## src/rtl/ll_sc_link_unit.sv

```systemverilog
// Load-link / store-conditional reservation monitor in the EX stage.
// Tracks one word reservation and resolves each SC in the cycle it occupies EX.
module ll_sc_link_unit #(
  parameter int BITS         = 32,
  parameter int LINK_TIMEOUT = 1024,
  parameter int CNT_BITS     = $clog2(LINK_TIMEOUT + 1)
) (
  input  logic            clk,
  input  logic            rst,
  input  logic            ex_valid,
  input  logic            load_link_s3,
  input  logic            check_link_s3,
  input  logic            mem_rw_s3,
  input  logic [3:0]      byte_en_s3,
  input  logic [BITS-1:0] eff_addr,
  input  logic            halt_s3,
  input  logic            snoop_wr,
  input  logic [BITS-1:0] snoop_addr,
  output logic            sc_kill,
  output logic            sc_valid_s4,
  output logic            sc_pass_s4,
  output logic            link_valid,
  output logic [BITS-3:0] link_addr
);

  typedef enum logic [1:0] {S_IDLE, S_LINKED, S_HALTED} state_t;

  // Timer keeps at least one bit so a disabled timeout still elaborates.
  localparam int TW = (CNT_BITS > 0) ? CNT_BITS : 1;
  localparam logic [TW-1:0] TMAX = TW'((LINK_TIMEOUT > 0) ? LINK_TIMEOUT - 1 : 0);

  state_t          state, state_nx;
  logic [TW-1:0]   timer, timer_nx;
  logic [BITS-3:0] link_addr_nx;
  logic            ll, sc, st, halt;
  logic            addr_match, snoop_match, expire, sc_pass, sc_res;

  assign ll          = ex_valid & ~load_link_s3;
  assign sc          = ex_valid & check_link_s3;
  assign st          = ex_valid & ~mem_rw_s3 & ~check_link_s3;
  assign halt        = ex_valid & halt_s3;
  assign addr_match  = (eff_addr[BITS-1:2] == link_addr);
  assign snoop_match = snoop_wr & (snoop_addr[BITS-1:2] == link_addr);
  assign expire      = (LINK_TIMEOUT != 0) && (timer == TMAX);
  assign sc_pass     = sc & (state == S_LINKED) & addr_match & (eff_addr[1:0] == 2'b00)
                     & (byte_en_s3 == 4'b1111) & ~snoop_match;
  assign link_valid  = (state == S_LINKED);

  always_comb begin
    state_nx     = state;
    timer_nx     = timer;
    link_addr_nx = link_addr;
    sc_kill      = 1'b0;
    sc_res       = 1'b0;
    case (state)
      S_HALTED: ;
      default: begin
        if (halt) begin
          state_nx = S_HALTED;
          timer_nx = '0;
        end else if (sc) begin
          // SC consumes the reservation whether it passes or not.
          sc_kill  = ~sc_pass;
          sc_res   = 1'b1;
          state_nx = S_IDLE;
          timer_nx = '0;
        end else if (ll) begin
          state_nx     = S_LINKED;
          link_addr_nx = eff_addr[BITS-1:2];
          timer_nx     = '0;
        end else if (state == S_LINKED) begin
          if ((st & addr_match) | snoop_match | expire) begin
            state_nx = S_IDLE;
            timer_nx = '0;
          end else begin
            timer_nx = timer + 1'b1;
          end
        end
      end
    endcase
  end

  always_ff @(posedge clk or posedge rst) begin
    if (rst) begin
      state       <= S_IDLE;
      timer       <= '0;
      link_addr   <= '0;
      sc_valid_s4 <= 1'b0;
      sc_pass_s4  <= 1'b0;
    end else begin
      state       <= state_nx;
      timer       <= timer_nx;
      link_addr   <= link_addr_nx;
      sc_valid_s4 <= sc_res;
      sc_pass_s4  <= sc_res & sc_pass;
    end
  end

endmodule

```

## config.mk

```make
export PLATFORM = sky130hd
export DESIGN_NAME = ll_sc_link_unit
export DESIGN_NICKNAME = d
export VERILOG_FILES = /design/src/rtl/ll_sc_link_unit.sv
export SDC_FILE = /design/constraint.sdc
export NUM_CORES = 1
export LEC_CHECK = 0
export ABC_AREA = 0
export ABC_CLOCK_PERIOD_IN_PS = 1940
export CAP_MARGIN = 15
export CORE_MARGIN = 3
export CORE_UTILIZATION = 45
export CTS_BUF_LIST = sky130_fd_sc_hd__clkbuf_8
export CTS_CLUSTER_DIAMETER = 150
export DETAILED_ROUTE_END_ITERATION = 16
export PLACE_DENSITY = 0.86
export SLEW_MARGIN = 40
export SYNTH_ARGS = -nofsm -noshare
export SYNTH_HDL_FRONTEND = slang
export SYNTH_SLANG_ARGS = --single-unit
```

## constraint.sdc

```tcl
create_clock -name clk -period 1.94 [get_ports clk]
set_input_delay 0.388 -clock clk [delete_from_list [all_inputs] [get_ports clk]]
set_output_delay 0.388 -clock clk [all_outputs]
set_load 0.03 [all_outputs]
```

==> impl_metrics.json, run 1 <==
{
  "r2r-end": "timer[8]",
  "cp.required_ns": 1.55,
  "grt_usage_pct": 36.2,
  "cts.sinks": 45,
  "grt_max_degree": 46,
  "cts-root-buf": "clkbuf_8",
  "path_cells": "clkdlybuf4s50_1 -> xnor2_2 -> nand4_1 -> nor4_2 -> nand2_2 -> nor3_2 -> nor2_2 -> buf_6",
  "startpoint_type": "input pin",
  "leakage_uw": 0.00258,
  "use_met3_pct": 8.29,
  "max_stage_delay_ns": 0.54,
  "tightest_slew_ns": 0.440,
  "path_class": "input pin to primary output",
  "syn_area_um2": 2740,
  "htreeDepth": 2,
  "finalCritPeriodShare_pct": 137,
  "drv_cap": 0,
  "grt_pass1_wl_um": 19500,
  "vias_per_cell": 6.68,
  "dp.cells": 512,
  "clockPowerShare_pct": 7.5,
  "cp_num_buf_inv": 2,
  "fin_total_pwr_uw": 8050,
  "yosysTopAreaCell": "dfrtp_1",
  "finalSetupViolations": 14,
  "insertion_delay_ns": 0.32,
  "io_buffers": 107,
  "min_period_ns": 2.65,
  "clk_pin_slew_worst_paths_ns": 0.09,
  "use_met2_pct": 63.5,
  "combPwrFrac_pct": 67.7,
  "intPower_uw": 4330,
  "layout.nets": 536,
  "worst-r2r-setup-slack_ns": -0.37,
  "place.detailed.hpwl_um": 7520,
  "postPlaceCellArea_um2": 4530,
  "dr.pass1.iters": 5,
  "rsz0062_at_grt": "yes",
  "fin_ws_ns": -0.713,
  "initial_core_util_pct": 47.9,
  "worstHoldStart": "eff_addr[9]",
  "ir_drop_mv": 1.23,
  "fill_cells": 150,
  "r2r_cells": 9,
  "cp_max_fo": 2,
  "finalClockSkew_ns": 0.0124,
  "cp_num_cells": 8,
  "place_congestion": 0.879,
  "die_width_um": 84.0,
  "grt.overflow.total": 0,
  "hold_ws_ns": 0.433,
  "hold_depth": 2,
  "synth-edff-count": 0,
  "ant_nets": 0,
  "coreArea_um2": 5710,
  "syn-num-nets": 332,
  "synth_warnings": 0,
  "stdcell_area_um2": 5350,
  "ys_seq_area_share_pct": 41.2,
  "grt_pass1_vias": 3544,
  "wl_per_cell_um": 29.6,
  "fin_cells": 533,
  "async_flop_share_pct": 100,
  "drcViolationCount": 0,
  "die-area_um2": 7050,
  "min_path_type": "input pin to register",
  "whs_endpoint": "link_addr[7]",
  "cp.arrival_ns": 2.26,
  "drive_gt1_share_pct": 47.8,
  "fp-row-count": 27,
  "fmax_ghz": 0.377,
  "swShare_pct": 46.2,
  "synth_top_area_share_pct": 41.2,
  "synth_top_flop_cell": "dfrtp_1",
  "outcome": "finished with violations",
  "hold_viol": 0,
  "multi_input_area_um2": 2120,
  "seq_area_um2": 1150,
  "slowest_stage": "clkdlybuf4s50_1",
  "antenna_found_initial": 1,
  "wirelength_um": 15800,
  "synth_most_common_cell": "xnor2_1",
  "synth_cells": 255,
  "netlist_top_cells_area": "dfrtp_1 (41%), xnor2_1 (21%), mux2_2 (12%)",
  "netSwitchingPower_uw": 3720,
  "crit_family": "simple AND/OR/NAND/NOR gates",
  "grt_most_used_layer": "met2",
  "max_slew_margin_pct": 70.4,
  "slew_violations": 0,
  "cts-buffers-inserted": 5,
  "area_growth_pct": 95.3,
  "ys_ff_latch": 45,
  "die_h_um": 84.0,
  "cts_tree": "built",
  "pwr-share-seq_pct": 24.8,
  "synth_commonest_cells": "xnor2_1 (67), dfrtp_1 (45), nand4_1 (31)",
  "io_pins": 110,
  "grtUsageMet1_pct": 38.9,
  "violations": "setup timing",
  "powerDensity_nw_per_um2": 1510,
  "clock_path_buffers": 2,
  "drt_iter0_drc": 435,
  "cts_hold_buf": 0,
  "worst_setup_path_end_kind": "primary output",
  "r2r-start": "link_addr[19]",
  "synth_area_per_cell_um2": 10.7,
  "via_count": 3563,
  "synth_cell_types": 32
}
metal layers:
layer | vias to the layer above | wire (um)
li1 | 1341 | -
met2 | 389 | 7340
met4 | 0 | 1370
met1 | 1694 | 5290
met3 | 139 | 1790
met5 | - | 0
placed cells by master (no fill, tap or decap), types with 2 or more instances in the layout:
master / n
clkdlybuf4s50_1: 44
xnor2_1: 18
nor4_2: 6
nor3b_1: 2
dfrtp_2: 17
clkinv_2: 2
nand3_1: 8
dlygate4sd2_1: 34
buf_6: 12
dfrtp_1: 28
nand2_1: 11
nand4_1: 31
dlymetal6s2s_1: 28
inv_1: 4
nand4b_1: 2
o21ai_1: 2
xnor2_2: 43
buf_12: 3
nor4b_2: 3
o211ai_1: 2
nor2_2: 2
mux2_2: 30
xnor2_4: 6
buf_4: 80
clkbuf_8: 5
nor2_1: 12
nor4_4: 2
nor3_1: 2
power by group through the flow:
stage	sequential [uW]	clock, uW	combinational, uW
finish	2000	600	5450
global route	2010	622	5580
floorplan	2380	0	1290
global placement	1700	0	4100
detailed placement	1740	0	4220
CTS	1820	574	4750
flip-flops by register name, indices dropped and copies added (netlist names):
| name | cells |
|---|---|
| timer | 11 |
| sc_pass_s4 | 1 |
| link_addr | 30 |
| state | 2 |
| sc_valid_s4 | 1 |
stage by stage:
stage	utilization [%]	setup slack [ns]	TNS [ns]
after global placement	79.4	-1.13	-11.20
after CTS	89.0	-0.417	-1.45
after global routing	93.6	-0.828	-5.85
after detailed placement	79.4	-1.26	-12.21
final	93.6	-0.713	-4.44
after floorplan	-	0.0121	0
worst reg2reg max path: stages, from the launching register on:
cell     delay, ns
dfrtp_1       0.52
xnor2_2       0.27
buf_4         0.15
nand4_1       0.12
nor4_2        0.37
nand2_1       0.21
buf_6         0.18
a31oi_4       0.17
buf_6         0.16
nor2_1        0.06
how the worst max path moves through the flow:
| stage | startpoint | end | slack, ns |
|---|---|---|---|
| final | eff_addr[21] | sc_kill | -0.71 |
| after global routing | eff_addr[21] | sc_kill | -0.83 |
| after CTS | link_addr[0] | sc_kill | -0.42 |
| after detailed placement | eff_addr[22] | sc_kill | -1.26 |
| after global placement | eff_addr[2] | sc_kill | -1.13 |
| after floorplan | link_addr[0] | sc_kill | 0.01 |
repair_timing:
item	in CTS	in global routing
endpoints found under the setup margin	17	31
buffers inserted	8	7
pin swaps	27	30
gates resized for setup	105	52
logic make-up (layout without fill, tap and decap cells):
kind of cell	count (synthesis)	in the layout	synth area share (%)
flip-flops	45	45	41.2
XOR/XNOR	67	67	21.4
buffers and inverters	8	213	1.51
multiplexers	30	30	12.3
AO/OA/AOI/OAI	10	10	2.74
other	0	1	0
adder cells (fa/ha/maj)	2	2	0.869
AND/OR/NAND/NOR	93	93	19.9
cell type report:
class                           instances  area share (%)
Inverter                                4           0.281
Sequential cell                        45            21.5
Antenna cell                            1          0.0468
Timing Repair Buffer                  201            35.3
Clock buffer                            5            1.29
Tap cell                               72            1.69
Clock inverter                          3           0.257
Multi-Input combinational cell        202            39.7
No activity file was read; power rests on OpenSTA's default activity.
==> run 2, diff against run 1 <==
- PLACE_DENSITY: 0.86 -> 0.89
==> run 2 against run 1 <==
  * Largest power group unchanged
  * Cell area grew 1.0%
  * The run still ends with setup timing left
  * Critical endpoint unchanged
  * Sequential power about the same
  * Register-to-register slack got worse by 0.12 ns
  * Die area unchanged
==> impl_metrics.json, run 2 (same netlist as run 1, synthesis figures left out) <==
{
  "startpoint_type": "register",
  "die_h_um": 84.0,
  "wirelength_um": 17600,
  "worst_setup_path_end_kind": "primary output",
  "drive_gt1_share_pct": 47.8,
  "violations": "setup timing",
  "fmax_ghz": 0.352,
  "dp_slack_ns": -1.22,
  "min_period_ns": 2.84,
  "path_cells": "xnor2_1 -> nand4_1 -> nor4_4 -> nand2_2 -> nor3_2 -> nor2_2 -> buf_6",
  "drcViolationCount": 0,
  "cp_max_fo": 4,
  "final_common_cell": "buf_4",
  "cts-buffers-inserted": 5,
  "htreeDepth": 2,
  "worst-r2r-setup-slack_ns": -0.49,
  "drv_cap": 0,
  "cp_num_buf_inv": 1,
  "grt.overflow.total": 0,
  "finalSetupViolations": 45,
  "initial_core_util_pct": 47.9,
  "finalClockSkew_ns": 0.0178,
  "min_path_type": "input pin to async pin",
  "grt_max_degree": 46,
  "die-area_um2": 7050,
  "via_count": 3777,
  "ant_nets": 0,
  "cts_tree": "built",
  "crit_family": "simple AND/OR/NAND/NOR gates",
  "slowest_stage": "dfrtp_1",
  "regMostFlops": "link_addr",
  "coreArea_um2": 5710,
  "io_buffers": 107,
  "die_width_um": 84.0,
  "cts.sinks": 45,
  "powerDensity_nw_per_um2": 1580,
  "layout_common_cells": "buf_4 (83), clkdlybuf4s50_1 (46), dlygate4sd2_1 (44)",
  "fp-row-count": 27,
  "area_growth_pct": 97.3,
  "clock_path_buffers": 2,
  "largest_reg_flops": 30,
  "ir_drop_mv": 1.20,
  "cts-root-buf": "clkbuf_8",
  "place.detailed.hpwl_um": 7570,
  "insertion_delay_ns": 0.33,
  "outcome": "finished with violations",
  "max_stage_delay_ns": 0.46,
  "max_slew_margin_pct": 66.9,
  "wl_per_cell_um": 32.5,
  "layout.nets": 543,
  "leakage_uw": 0.00253,
  "rsz0062_at_grt": "yes",
  "biggestRegsByFlops": "link_addr x30, timer x11, state x2",
  "path_class": "register to primary output",
  "cp.arrival_ns": 2.45,
  "grt_usage_pct": 41.6,
  "clk_pin_slew_worst_paths_ns": 0.10,
  "finalCritPeriodShare_pct": 146,
  "r2r-end": "timer[3]",
  "grt_pass1_wl_um": 22100,
  "tightest_slew_ns": 0.492,
  "cts_hold_buf": 0,
  "hold_viol": 0,
  "grt_pass1_vias": 3846,
  "vias_per_cell": 6.98,
  "fin_ws_ns": -0.897,
  "fin_total_pwr_uw": 8540,
  "dr.pass1.iters": 6,
  "r2r-start": "link_addr[4]",
  "antenna_found_initial": 2,
  "cp.required_ns": 1.55,
  "stdcell_area_um2": 5400,
  "postPlaceCellArea_um2": 4530,
  "drt_iter0_drc": 634,
  "io_pins": 110,
  "place_congestion": 0.911,
  "slew_violations": 0,
  "r2r_cells": 9
}
[run 2: cell count changes in the layout (fill, tap and decap cells not counted), sizes merged]
| cell | previous run | this run |
|---|---|---|
| dlygate4sd2 | 34 | 44 |
| clkinv | 3 | 2 |
| buf | 95 | 102 |
| diode | 1 | 2 |
| dlymetal6s2s | 28 | 16 |
| clkdlybuf4s50 | 44 | 46 |
| bufinv | 0 | 1 |
[run 2: timing repair]
action / CTS / global route
resized for setup: 129 / 34
pin swaps: 49 / 16
endpoints found under the setup margin: 18 / 27
buffers inserted: 24 / 6
[run 2: report_power, final]
group / switching [uW] / internal, uW / total (uW)
Combinational: 2900 / 2870 / 5760
Sequential: 676 / 1330 / 2010
Clock: 389 / 383 / 772
Total: 3970 / 4580 / 8540
[run 2: how the worst max path moves through the flow]
stage,start,to,cells after the start
2_1_floorplan,link_addr[0],sc_kill,6
5_1_grt,link_addr[2],sc_kill,7
3_3_place_gp,snoop_addr[28],sc_kill,8
6_report,link_addr[2],sc_kill,7
4_1_cts,link_addr[0],sc_kill,8
3_5_place_dp,snoop_addr[28],sc_kill,8
[run 2: cell type report]
class	count	area [um2]
multi-input combinational	202	2120
fill	157	309
sequential	45	1150
clock inverter	3	42.5
clock buffer	5	68.8
inverter	4	15.0
timing repair buffer	208	1910
tap	72	90.1
antenna	2	5.00
[run 2: worst register-to-register path, cell delays in order (launching register included)]
cell and delay [ns]:
dfrtp_2 0.48, xnor2_2 0.27, buf_4 0.17, nand4_1 0.14
nor4_2 0.40, buf_4 0.23, nand3_4 0.14, a31oi_4 0.24
buf_6 0.16, nor2_1 0.07
[run 2: per-layer routing]
metal / global-route usage (%) / vias to the layer above / wire length, um
li1: - / 1350 / -
met1: 41.0 / 1727 / 5230
met2: 71.0 / 499 / 7800
met3: 13.6 / 201 / 2570
met4: 33.0 / 0 / 1970
met5: 0 / - / 0
[run 2: stage by stage]
| step | TNS, ns | utilization (%) | std cells | hold slack [ns] |
|---|---|---|---|---|
| final | -12.13 | 94.6 | 541 | 0.463 |
| after global routing | -10.85 | 94.5 | 540 | 0.502 |
| after CTS | -3.78 | 92.6 | 541 | 0.435 |
| after detailed placement | -11.82 | 79.3 | 511 | 0.509 |
| after global placement | -10.88 | 79.3 | 511 | 0.493 |
| after floorplan | 0 | - | 255 | 0.465 |
